--- src/rtl/noise_voice_if.sv ---
// Sample delivery bus between the noise voice and the voice mixer.
//   out_valid   voice -> mixer  sample available
//   out_ready   mixer -> voice  mixer accepts the sample this cycle
//   sample_out  voice -> mixer  8-bit unsigned offset-binary sample (0x80 = silence)
//   overrun     voice -> mixer  1-cycle pulse whenever a sample or tick is lost
interface noise_voice_if;
  logic       out_valid;
  logic       out_ready;
  logic [7:0] sample_out;
  logic       overrun;

  modport master (
    output out_valid,
    output sample_out,
    output overrun,
    input  out_ready
  );

  modport slave (
    input  out_valid,
    input  sample_out,
    input  overrun,
    output out_ready
  );
endinterface

--- src/rtl/noise_voice.sv ---
// Noise oscillator voice stage.
//
// A phase accumulator advances by freq on every audio sample tick. Each 0->1 transition of
// accumulator bit TAP pulses rnd_step to the upstream LFSR and latches its current word into a
// sample-and-hold register. The held word is optionally smoothed by a one-pole low-pass
// (coefficient 2^-SMOOTH_SHIFT) and one sample per tick is handed to the mixer over a
// valid/ready handshake.
//
// Ports:
//   clk          system clock
//   rst_n        synchronous active-low reset
//   sample_tick  1-cycle audio-rate strobe, ticks at least 4 clk apart
//   gate         1 = voice running, 0 = accumulator frozen and output gliding to 0x80
//   freq         phase increment added on each gated tick
//   rnd_in       LFSR output word
//   rnd_step     1-cycle advance enable to the LFSR
//   mix          sample bus to the mixer (out_valid/out_ready/sample_out/overrun)
//
// Pipeline for a tick accepted at cycle N:
//   N   StIdle: accumulate, detect rising TAP edge
//   N+1 StStep: pulse rnd_step and latch rnd_in if a step was detected
//   N+2 StFilt: update the low-pass
//   N+3 StOut : load the output register, raise out_valid
module noise_voice #(
  parameter int unsigned ACC_W        = 24,
  parameter int unsigned TAP          = 19,  // legal range 16..ACC_W-1
  parameter int unsigned SMOOTH_SHIFT = 0    // 0 bypasses the low-pass
) (
  input  logic          clk,
  input  logic          rst_n,
  input  logic          sample_tick,
  input  logic          gate,
  input  logic [15:0]   freq,
  input  logic [7:0]    rnd_in,
  output logic          rnd_step,
  noise_voice_if.master mix
);

  localparam int unsigned K  = SMOOTH_SHIFT;
  localparam int unsigned FW = 8 + K;

  // Filter state is kept with K fractional bits; silence is 0x80 in the integer part.
  localparam logic [FW-1:0] FiltRst = FW'(128) << K;

  typedef enum logic [1:0] {
    StIdle,
    StStep,
    StFilt,
    StOut
  } state_e;

  state_e          state_q, state_d;
  logic [ACC_W-1:0] acc_q, acc_d;
  logic [ACC_W-1:0] acc_sum;
  logic             step_q, step_d;
  logic [7:0]       held_q, held_d;
  logic [FW-1:0]    filt_q, filt_d;
  logic [FW-1:0]    filt_next;
  logic             out_valid_q, out_valid_d;
  logic [7:0]       sample_q, sample_d;
  logic             overrun_q, overrun_d;

  // Low-pass datapath
  logic [7:0]        target;
  logic [FW-1:0]     target_ext;
  logic signed [FW:0] diff;
  logic signed [FW:0] delta;

  assign acc_sum = acc_q + ACC_W'(freq);

  always_comb begin
    target     = gate ? held_q : 8'h80;
    target_ext = FW'(target) << K;
    // One extra bit so the difference keeps its sign before the arithmetic shift.
    diff       = $signed({1'b0, target_ext}) - $signed({1'b0, filt_q});
    delta      = diff >>> K;
    filt_next  = filt_q + delta[FW-1:0];
  end

  always_comb begin
    state_d     = state_q;
    acc_d       = acc_q;
    step_d      = step_q;
    held_d      = held_q;
    filt_d      = filt_q;
    out_valid_d = out_valid_q;
    sample_d    = sample_q;
    overrun_d   = 1'b0;
    rnd_step    = 1'b0;

    if (out_valid_q && mix.out_ready) begin
      out_valid_d = 1'b0;
    end

    unique case (state_q)
      StIdle: begin
        if (sample_tick) begin
          // A muted voice keeps its phase, so it can never produce a step.
          if (gate) begin
            acc_d = acc_sum;
          end
          step_d  = gate & ~acc_q[TAP] & acc_sum[TAP];
          state_d = StStep;
        end
      end
      StStep: begin
        rnd_step = step_q;
        // The word is taken before the LFSR advances on this same edge.
        if (step_q) begin
          held_d = rnd_in;
        end
        state_d = StFilt;
      end
      StFilt: begin
        filt_d  = filt_next;
        state_d = StOut;
      end
      StOut: begin
        sample_d    = filt_q[K+7:K];
        out_valid_d = 1'b1;
        // An unaccepted sample is replaced; a simultaneous accept means nothing is lost.
        if (out_valid_q && !mix.out_ready) begin
          overrun_d = 1'b1;
        end
        state_d = StIdle;
      end
      default: begin
        state_d = StIdle;
      end
    endcase

    // Ticks landing mid-pipeline are dropped and flagged.
    if (sample_tick && (state_q != StIdle)) begin
      overrun_d = 1'b1;
    end
  end

  always_ff @(posedge clk) begin
    if (!rst_n) begin
      state_q     <= StIdle;
      acc_q       <= '0;
      step_q      <= 1'b0;
      held_q      <= 8'h80;
      filt_q      <= FiltRst;
      out_valid_q <= 1'b0;
      sample_q    <= 8'h80;
      overrun_q   <= 1'b0;
    end else begin
      state_q     <= state_d;
      acc_q       <= acc_d;
      step_q      <= step_d;
      held_q      <= held_d;
      filt_q      <= filt_d;
      out_valid_q <= out_valid_d;
      sample_q    <= sample_d;
      overrun_q   <= overrun_d;
    end
  end

  assign mix.out_valid  = out_valid_q;
  assign mix.sample_out = sample_q;
  assign mix.overrun    = overrun_q;

endmodule
--- src/flat_wrapper.sv ---
// flat-port wrapper written by rule: the top's interface ports become plain ports
module noise_voice_flat 
#(
  parameter int unsigned ACC_W        = 24,
  parameter int unsigned TAP          = 19,                            
  parameter int unsigned SMOOTH_SHIFT = 0                              
)
  (clk, rst_n, sample_tick, gate, freq, rnd_in, rnd_step, mix_out_valid, mix_sample_out, mix_overrun, mix_out_ready);
  noise_voice_if mix_i ();
  input  logic clk;
  input  logic rst_n;
  input  logic sample_tick;
  input  logic gate;
  input  logic [15:0] freq;
  input  logic [7:0] rnd_in;
  output logic rnd_step;
  output wire logic [$bits(mix_i.out_valid)-1:0] mix_out_valid;
  output wire logic [$bits(mix_i.sample_out)-1:0] mix_sample_out;
  output wire logic [$bits(mix_i.overrun)-1:0] mix_overrun;
  input wire logic [$bits(mix_i.out_ready)-1:0] mix_out_ready;
  assign mix_out_valid = mix_i.out_valid;
  assign mix_sample_out = mix_i.sample_out;
  assign mix_overrun = mix_i.overrun;
  assign mix_i.out_ready = mix_out_ready;
  noise_voice #(.ACC_W(ACC_W), .TAP(TAP), .SMOOTH_SHIFT(SMOOTH_SHIFT)) u_core (.clk(clk), .rst_n(rst_n), .sample_tick(sample_tick), .gate(gate), .freq(freq), .rnd_in(rnd_in), .rnd_step(rnd_step), .mix(mix_i));
endmodule
--- config.mk ---
export PLATFORM = sky130hd
export DESIGN_NAME = noise_voice_flat
export DESIGN_NICKNAME = d
export VERILOG_FILES = /design/src/rtl/noise_voice_if.sv /design/src/rtl/noise_voice.sv /design/src/flat_wrapper.sv
export SDC_FILE = /design/constraint.sdc
export NUM_CORES = 1
export LEC_CHECK = 0
export CAP_MARGIN = 20
export CELL_PAD_IN_SITES_DETAIL_PLACEMENT = 1
export CELL_PAD_IN_SITES_GLOBAL_PLACEMENT = 1
export CORE_MARGIN = 4
export CORE_UTILIZATION = 40
export CTS_CLUSTER_SIZE = 20
export DETAILED_ROUTE_END_ITERATION = 8
export GPL_ROUTABILITY_DRIVEN = 0
export PLACE_DENSITY_LB_ADDON = 0.2
export SETUP_SLACK_MARGIN = 0.5
export SLEW_MARGIN = 5
export SYNTH_ARGS = -nofsm -noshare
export SYNTH_HDL_FRONTEND = slang
export SYNTH_SLANG_ARGS = --single-unit
--- constraint.sdc ---
create_clock -name clk -period 5.07 [get_ports clk]
set_input_delay 1.521 -clock clk [delete_from_list [all_inputs] [get_ports clk]]
set_output_delay 1.521 -clock clk [all_outputs]
set_load 0.05 [all_outputs]
==> results of run 1 <==
-- sequential cells by signal, summed over array words and instances (netlist names) --
name / count
u_core.filt_q: 8
u_core.held_q: 8
u_core.mix.out_valid: 1
u_core.acc_q: 20
u_core.step_q: 1
u_core.mix.sample_out: 8
u_core.mix.overrun: 1
u_core.state_q: 2
-- cells by family (layout without fill, tap and decap cells) --
| logic type | count (synthesis) | in the layout | synth area share (%) |
|---|---|---|---|
| AOI/OAI and AO/OA | 81 | 81 | 17.2 |
| xor gates and xnor gates | 30 | 30 | 8.59 |
| adders and majority gates | 39 | 39 | 16.4 |
| buffers and inverters | 23 | 61 | 3.76 |
| DFF | 49 | 49 | 32.1 |
| muxes | 12 | 12 | 3.92 |
| and+or+nand+nor | 118 | 118 | 18.0 |
-- how the worst max path moves through the flow --
stage | to | from | cells after the start
after floorplan | u_core.filt_q[7] | gate | 10
after global placement | u_core.filt_q[7] | gate | 11
after detailed placement | u_core.filt_q[7] | gate | 11
after CTS | u_core.filt_q[7] | gate | 11
after global routing | u_core.filt_q[7] | gate | 11
final | u_core.filt_q[7] | gate | 11
-- cells in the final DEF (no fill, tap or decap), drive strengths merged, types with 5 or more instances in the layout --
cell type      netlist  final
nand2               45     45
xor2                13     13
and2                 6      6
nor2b                5      5
nor2                28     28
a211oi               6      6
clkdlybuf4s50        0     39
o21ai               15     15
a21o                 9      9
or2                  6      6
a21oi               34     34
mux2i               12     12
clkbuf               5      6
nand3               14     14
inv                 10     10
ha                  37     37
xnor2               17     17
dfxtp               49     49
-- metal layers --
layer | vias to the layer above | GRT usage (%)
met3 | 5 | 3.00
met4 | 0 | 3.79
met1 | 1184 | 23.1
met2 | 28 | 26.8
met5 | - | 0
li1 | 1291 | -
-- final cells by class --
class	instances	area, sq um	share of cell area (%)
repair buffers	42	413	11.5
multi-input cells	280	1960	54.5
flip-flops and latches	49	981	27.2
inverters	11	41.3	1.15
clock buffers	6	72.6	2.01
well taps	99	124	3.44
clock inverters	2	10.0	0.278
-- worst reg2reg max path: stages (launching register included) --
cell and delay, ps:
dfxtp_1 460, inv_1 80, ha_1 330, xor2_1 180, fa_1 480, a21o_1 170
a21oi_1 220, o21bai_1 90, a21oi_1 180, xnor2_1 80, a211o_1 280
-- power by group --
group / switching [mW] / internal, mW
Combinational: 0.282 / 0.235
Sequential: 0.0363 / 0.429
Clock: 0.130 / 0.0960
Total: 0.448 / 0.760
-- stage by stage --
stage          instances  power [mW]  utilization [%]
2_1_floorplan        352       0.876                -
3_3_place_gp         481       0.980             48.1
3_5_place_dp         481       0.995             48.1
4_1_cts              489        1.23             49.2
5_1_grt              489        1.31             49.2
6_report             489        1.21             49.2
==> impl_results.md, run 1 <==
* Gr usage total at approximately 17%
* Post-route design area at ~0.0036 sq mm
* Mapped Nets at between 400 and 500
* Slowest-stage cell, CP: clkdlybuf4s50_1
* Final hold vios at 0
* Vias in the first global route at between 2000 and 3000
* CTS Buffer Depth at 2
* Worst-path fanout max at 10
* Drt pass-1 iters at 4
* ANT cells at 0
* Die ar. at just over 0.009 sq mm
* NumNets Final at between 400 and 500
* Relative max-transition margin at 47.0%
* Hold slack at between 400 and 500 ps
* DR WL/cell at between 10 and 15 um
* Total leakage power at approximately 1.5 nW
* Global-route wire length before repair at about 12000 um
* Root Driver: clkbuf_8
* Async SR Flop Fraction at 0%
* Cell count after synthesis at about 350
* Area growth syn-to-layout at 17.8%
* Most frequent cells after synthesis: dfxtp_1, nand2_1, ha_1
* Min-delay src: u_core.held_q[5]
* I/O Buffers at 39
* Final WS setup at about 930 ps
* Slew Limit Fails at 0
* Netlist Area Pre-Place at 0.00306 sq mm
* Initial antenna violation count at 0
* R2r startpoint: u_core.filt_q[1]
* CP Class: input port to flop
* Crit path top cell by count: a21oi_1
* CP cell instances: clkdlybuf4s50_1 > and2_1 > ha_1 > xor2_1 > fa_1 > a21o_1 > a21oi_1 > o21bai_1 > a21oi_1 > xnor2_1 > a211o_1
* DR top layer: met4
* Status: complete, no violations
* Tcrit/Tclk final at around four fifths
* Total clock sinks at 49
* Worst path arrival time at about 4300 ps
* Hold Buf Count CTS at 0
* H-Tree Depth at 2
* Post-synthesis sequential area ratio at between 30% and 40%
* Die Wd at 95.5 um
* Cell area power density at approximately 340 mW/mm^2
* Boundary Pins at 40
* Initial core utilization at between 40% and 50%
* Unrepaired setup endpoints after global routing: no
* WL met1 at between 3000 and 4000 um
* Synth area leaders: dfxtp_1, ha_1, a21oi_1
* Crit path max-delay family: compound AO/OA/AOI/OAI gates
* Core area at around 0.0073 sq mm
* Post-synth EDFFs at 0
* ANT nets after route at 0
* Vias at 2508
* Placement Setup Slack at just under 600 ps
* Layout fillers at between 800 and 900
* Worst setup SP type: input port
* Hold Path Class: flop to flop
* FMAX at between 200 and 250 MHz
* Hold Crit Endpoint: u_core.held_q[5]
* R2R setup slack at about 2400 ps
* Least-Margin Pin Slew at just under 800 ps
* Total congestion overflow at 0
* RR Endpoint: u_core.filt_q[7]
* Drt total wl at about 7100 um
* Met3 WL post-DR at 199 um
* Worst VDD drop at 0.122 mV
* Syn Area/Cell at between 8 and 9 sq um
* Die height at between 90 and 100 um
* Worst setup EP type: flop
* Largest net degree at the start of global routing at 20
* Cell Rows at 31
* CTS tree: built
* Post-CTS Setup Repair Bufs at 0
* Library cells used by synthesis at 47
* Max Cap Viol at 0
* Cts bufs inserted at 5
* Largest stage delay on the critical path at about 560 ps
* Post-synth top flop: dfxtp_1
* Yosys top cell area share at between 30 and 40%
* Setup TNS Final at 0 ps
* Seq cells post-synth at 49
* YS warnings at 0
* Share of post-route cells with drive strength above 1 at between 7 and 8%
* Yosys top cell by area: dfxtp_1
* Worst path required time at approximately 5300 ps
* Worst hold stages at 2
* Number of setup violations in the final report at 0
* CP Buf/Inv Count at 1
* Clk_lat worst skew at 300 ps
* Final HPWL DP at between 5000 and 6000 um
* Tmin final at a little over 4000 ps
* Placed Instance Area at ~0.0035 sq mm
* Worst Reg-to-Reg Cells at 10
* Count leader, synth: dfxtp_1
* DRC at 0
* Post-cts sizing count at 0
* Via/cell ratio at just over 5
* Routed wl met2 at about 3200 um
* Worst Skew at 4.94 ps
* Initial DRC count at 46
* Clk slew on worst S/H paths at 90 ps
Power figures use the tool's default switching activity.
==> run 2: changes to the inputs <==
- clock period: 5.07 -> 4 ns (I/O delays scaled with it)
==> impl_results.md, run 2 (synthesized netlist as in run 1, its figures left out) <==
* Worst path required time at 4190 ps (-1070 ps)
* Worst VDD drop at 0.160 mV (+32%)
* Layout fillers at 862 (-2.2%)
* Vias at 2547 (+1.6%)
* Critical Path Sink: u_core.acc_q[14]
* Gr usage total at 17.6% (+0.96 points)
* I/O Buffers at 39 (unchanged)
* Total leakage power at 1.51 nW (+2.7%)
* DRC at 0 (unchanged)
* Sw frac at 36.5% (-0.57 points)
* Area growth syn-to-layout at 20.5%
* Cell Rows at 31 (unchanged)
* CP Class: input port to flop
* Initial core utilization at 41.7% (unchanged)
* ANT cells at 0 (unchanged)
* Cell area power density at 450 mW/mm^2 (+34%)
* Max Cap Viol at 0 (unchanged)
* R2r startpoint: u_core.filt_q[1]
* Initial antenna violation count at 0 (unchanged)
* Clk slew on worst S/H paths at 90 ps (about the same)
* GR Layer Usage met1 at 23.1% (-0.033 points)
* Status: complete, no violations
* Cts bufs inserted at 5 (unchanged)
* Unrepaired setup endpoints after global routing: no
* Commonest non-fill, non-tap cells in the layout: dfxtp_1, nand2_1, clkdlybuf4s50_1
* Clk_lat worst skew at 300 ps (about the same)
* Met3 usage at 2.68% (-0.32 points)
* Int Pwr at 1.05 mW (+39%)
* Die Wd at 95.5 um (unchanged)
* DR WL/cell at 15.1 um (+4.0%)
* Drt total wl at 7410 um (+4.6%)
* H-Tree Depth at 2 (unchanged)
* NumNets Final at 460 (+0.66%)
* Placed Instance Area at 0.00355 sq mm (+0.64%)
* Vias in the first global route at 2689 (+4.0%)
* Root Driver: clkbuf_8
* Register name with the most flops: u_core.acc_q
* Setup crit start: freq[0]
* GRT busiest layer: met2
* Initial DRC count at 88 (+91%)
* Least-Margin Pin Slew at 617 ps (-175 ps)
* FMAX at slightly below 300 MHz
* Grt met2 use at 29.9% (+3.1 points)
* Post-route design area at 0.00369 sq mm (+2.3%)
* Via/cell ratio at 5.18 (+0.94%)
* Boundary Pins at 40 (unchanged)
* Global-route wire length before repair at 12600 um (+4.7%)
* Largest net degree at the start of global routing at 17 (-15%)
* Drt pass-1 iters at 4 (unchanged)
* Worst Skew at 5.65 ps (+0.710 ps)
* Worst hold stages at 2 (unchanged)
* Worst path arrival time at 3560 ps (-770 ps)
* CTS Buffer Depth at 2 (unchanged)
* Share of post-route cells with drive strength above 1 at 9.16% (+2.0 points)
* Final HPWL DP at 5770 um (+6.7%)
* CTS tree: built
* Logic pwr share at 42.7% (about the same)
* Setup TNS Final at 0 ps (unchanged)
* Final WS setup at 629 ps (-304 ps)
* Slew Limit Fails at 0 (unchanged)
* Die ar. at 0.00911 sq mm (unchanged)
* Placement Setup Slack at 22.4 ps (-557 ps)
* Die height at 95.5 um (unchanged)
* Fin util at 50.3% (+1.1 points)
* Relative max-transition margin at 58.9% (+12 points)
* Clock power frac at 21.8% (+3.1 points)
* Switching Power at 606 uW (+35%)
* RR Endpoint: u_core.filt_q[7]
* Worst Reg-to-Reg Cells at 10 (unchanged)
* Final hold vios at 0 (unchanged)
* Hold Path Class: flop to flop
* Flop pwr share at 35.5% (-3.0 points)
* Total clock sinks at 49 (unchanged)
* Worst setup EP type: flop
* Tmin final at ~3400 ps
* Core area at 0.00733 sq mm (unchanged)
* Worst-path fanout max at 4 (-6)
* Tcrit/Tclk final at 84.3%
* Worst setup SP type: input port
* Most common cell after layout, fill and taps aside: dfxtp_1
* R2R setup slack at 1530 ps (-880 ps)
* Post-CTS Setup Repair Bufs at 0 (unchanged)
* Total congestion overflow at 0 (unchanged)
* ANT nets after route at 0 (unchanged)
* Number of setup violations in the final report at 0 (unchanged)
* Largest register FFs at 20 (unchanged)
-- run 2: metrics by stage --
stage / cells / hold slack (ps) / total power, mW
after floorplan: 352 / 432 / 1.11
after global placement: 484 / 443 / 1.25
after detailed placement: 484 / 454 / 1.28
after CTS: 492 / 467 / 1.67
after global routing: 492 / 480 / 1.78
final: 492 / 463 / 1.66
-- run 2: how the worst min path moves through the flow --
stage                           startpoint          endpoint  slack [ps]
after floorplan           u_core.held_q[1]  u_core.held_q[1]         430
after global placement    u_core.held_q[5]  u_core.held_q[5]         440
after detailed placement  u_core.held_q[4]  u_core.held_q[4]         450
after CTS                 u_core.held_q[4]  u_core.held_q[4]         470
after global routing       u_core.acc_q[9]   u_core.acc_q[9]         480
final                     u_core.held_q[6]  u_core.held_q[6]         460
-- run 2: final cells by class --
class | count | area (sq um) | area share [%]
Clock buffer | 6 | 72.6 | 1.97
Clock inverter | 2 | 38.8 | 1.05
Inverter | 11 | 41.3 | 1.12
Multi-Input combinational cell | 280 | 1990 | 54.1
Sequential cell | 49 | 981 | 26.6
Tap cell | 99 | 124 | 3.36
Timing Repair Buffer | 45 | 437 | 11.8
-- run 2: worst max-delay path, stage by stage --
cell             delay [ps]
clkdlybuf4s50_1         410
ha_1                    250
fa_1                    420
a21o_2                  240
a221oi_4                340
o211ai_2                210
a31oi_1                 250
xor2_1                  170
o21ai_1                  70
-- run 2: repair_timing --
action	CTS	global route
setup endpoints to repair	3	2
hold buffers	0	0
pin swaps	0	2
gates resized for setup	4	3
-- run 2: power by group through the flow --
stage	Sequential, mW	Clock, mW	Combinational (mW)
2_1_floorplan	0.603	0	0.507
5_1_grt	0.598	0.390	0.792
4_1_cts	0.589	0.377	0.702
3_3_place_gp	0.595	0	0.654
6_report	0.590	0.361	0.709
3_5_place_dp	0.600	0	0.683
-- run 2: routing by layer --
layer	vias up	wire (um)
li1	1297	-
met1	1197	3540
met2	44	3530
met3	9	238
met4	0	95
met5	-	0
==> run 3: changes to the inputs <==
- CORE_UTILIZATION: 40 -> 38
- clock period: 4 -> 2.8 ns (I/O delays scaled with it)
==> impl_results.md, run 3 (synthesized netlist as in run 1, its figures left out) <==
* CP Class: input port to flop
* Slowest-stage cell, CP: ha_4
* Final HPWL DP at 6260 um (+8.5%)
* Drt total wl at 9900 um (+34%)
* Worst Reg-to-Reg Cells at 10 (unchanged)
* ANT nets after route at 0 (unchanged)
* Initial antenna violation count at 0 (unchanged)
* Worst setup EP type: flop
* Crit path max-delay family: compound AO/OA/AOI/OAI gates
* CP cell instances: buf_8 > buf_6 > and2_4 > ha_4 > xor2_4 > ha_4 > a21o_1 > a21oi_2 > o21bai_1 > a21oi_2 > xnor2_1 > a211o_1
* Total leakage power at 1.97 nW (+31%)
* Grt met2 use at 33.9% (+4.0 points)
* CTS Buffer Depth at 2 (unchanged)
* Max Cap Viol at 0 (unchanged)
* Switching Power at 1.13 mW (+86%)
* Initial DRC count at 64 (-27%)
* Placed Instance Area at 0.00397 sq mm (+12%)
* Met3 usage at 3.21% (+0.53 points)
* Tmin final at 2640 ps
* R2R setup slack at 350 ps (-1180 ps)
* FF/Latch Area at 982 sq um (+0.13%)
* FMAX at 379 MHz
* Worst VDD drop at 0.288 mV (+80%)
* RR Endpoint: u_core.filt_q[7]
* Root Driver: clkbuf_8
* Critical Path Sink: u_core.filt_q[7]
* Total clock sinks at 49 (unchanged)
* Core area at 0.00777 sq mm (+6.0%)
* H-Tree Depth at 2 (unchanged)
* Relative max-transition margin at 59.6% (+0.77 points)
* DRC at 0 (unchanged)
* Tcrit/Tclk final at ~94%
* Area of the multi-input gates at 0.00245 sq mm (+23%)
* Instance count on the critical path at 12 (+3)
* Share of post-route cells with drive strength above 1 at 33.1% (+24 points)
* Vias in the first global route at 3044 (+13%)
* Layout fillers at 875 (+1.5%)
* Largest register FFs at 20 (unchanged)
* Status: complete, no violations
* DR WL/cell at 18.0 um (+20%)
* Worst-path fanout max at 4 (unchanged)
* NumNets Final at 514 (+12%)
* Final hold vios at 0 (unchanged)
* Flop pwr share at 27.9% (-7.6 points)
* Worst setup SP type: input port
* Die ar. at 0.00955 sq mm (+4.8%)
* Vias at 2879 (+13%)
* Final std cells w/o fill at 549 (+12%)
* Logic pwr share at 52.1% (+9.4 points)
* Slew Limit Fails at 0 (unchanged)
* Die Wd at 97.7 um (+2.4%)
* Boundary Pins at 40 (unchanged)
* Least-Margin Pin Slew at 606 ps (-11.5 ps)
* Gr usage total at 18.8% (+1.3 points)
* Int Pwr at 1.98 mW (+88%)
* Cell Rows at 32 (+3.2%)
* GRT busiest layer: met2
* CTS tree: built
* I/O Buffers at 39 (unchanged)
* GR Layer Usage met1 at 23.4% (+0.31 points)
* Cell area power density at 676 mW/mm^2 (+50%)
* Die height at 97.7 um (+2.4%)
* Worst path arrival time at 2860 ps (-700 ps)
* Clk_lat worst skew at 320 ps (+20 ps)
* Unrepaired setup endpoints after global routing: yes
* Largest net degree at the start of global routing at 16 (-1)
* Number of setup violations in the final report at 0 (unchanged)
* Total congestion overflow at 0 (unchanged)
* Largest stage delay on the critical path at 280 ps (-140 ps)
* Most common cell after layout, fill and taps aside: buf_4
* Clk slew on worst S/H paths at 100 ps (about the same)
* Setup crit start: gate
* ANT cells at 0 (unchanged)
* Worst Skew at 6.35 ps (+0.693 ps)
* Drt pass-1 iters at 4 (unchanged)
* Clock power frac at 19.9% (-1.9 points)
* Area growth syn-to-layout at 50.4%
* Commonest non-fill, non-tap cells in the layout: buf_4, dfxtp_1, nand2_1
* Placed cell count at 528 (+9.1%)
* Register name with the most flops: u_core.acc_q
* Via/cell ratio at 5.24 (+1.3%)
* Power Total at 3.11 mW (+87%)
* Initial core utilization at 39.4% (-2.3 points)
* Sw frac at 36.3% (-0.24 points)
* R2r startpoint: u_core.filt_q[1]
* CP Buf/Inv Count at 2 (+1)
* Worst path required time at 3020 ps (-1170 ps)
* Hold Buf Count CTS at 0 (unchanged)
* Hold Path Class: flop to flop
* Cts bufs inserted at 5 (unchanged)
* Global-route wire length before repair at 14900 um (+18%)
* Post-route design area at 0.00460 sq mm (+25%)
## run 3: cell types whose count changed in the layout (fill, tap and decap cells not counted), sizes merged
cell           previous run  this run
buf                       6        64
clkdlybuf4s50            37        11
dlygate4sd2               1        18
clkbuf                    6         5
bufinv                    1         2
dlymetal6s2s              1         6
## run 3: how the worst min path moves through the flow
stage | startpoint | endpoint | slack (ps) | cells after the start
global route | u_core.held_q[6] | u_core.held_q[6] | 490 | 2
floorplan | u_core.held_q[4] | u_core.held_q[4] | 430 | 2
CTS | u_core.held_q[6] | u_core.held_q[6] | 460 | 2
detailed placement | u_core.held_q[6] | u_core.held_q[6] | 450 | 2
finish | u_core.held_q[6] | u_core.held_q[6] | 460 | 2
global placement | u_core.acc_q[3] | u_core.acc_q[3] | 440 | 2
## run 3: final cells by class
type | instances | share of cell area [%]
Sequential cell | 49 | 21.3
Tap cell | 102 | 2.77
Timing Repair Buffer | 99 | 18.8
Multi-Input combinational cell | 280 | 53.3
Clock inverter | 3 | 1.41
Inverter | 11 | 0.897
Clock buffer | 5 | 1.50
## run 3: layer usage
| layer | up-vias | wire length [um] |
|---|---|---|
| li1 | 1404 | - |
| met1 | 1394 | 4360 |
| met2 | 61 | 5000 |
| met3 | 20 | 335 |
| met4 | 0 | 201 |
| met5 | - | 0 |
## run 3: power by group through the flow
stage	clock network, mW	logic, mW	registers [mW]
floorplan	0	0.772	0.865
global placement	0	1.16	0.855
detailed placement	0	1.20	0.860
CTS	0.621	1.42	0.858
global route	0.655	1.75	0.877
finish	0.620	1.62	0.868
## run 3: worst reg2reg max path: cells and delay by family (launching register included)
kind	cells	cell delay, ps
simple gates	1	260
buf+inv	1	120
xor+xnor	1	90
flops	1	480
compound gates	5	850
fa+ha+maj	2	560
## run 3: what timing repair did
| item | CTS | global route |
|---|---|---|
| setup buffers | 6 | 7 |
| gates resized for setup | 70 | 37 |
| setup endpoints to repair | 29 | 22 |
| pin swaps | 35 | 27 |
## run 3: through the flow
step	hold WS, ps	setup slack, ps	util [%]	TNS [ps]
4_1_cts	460	167	56.4	0
3_3_place_gp	442	-483	51.1	-4050
5_1_grt	495	92.3	59.2	0
6_report	459	161	59.2	0
3_5_place_dp	447	-582	51.1	-4780
2_1_floorplan	432	34.4	-	0
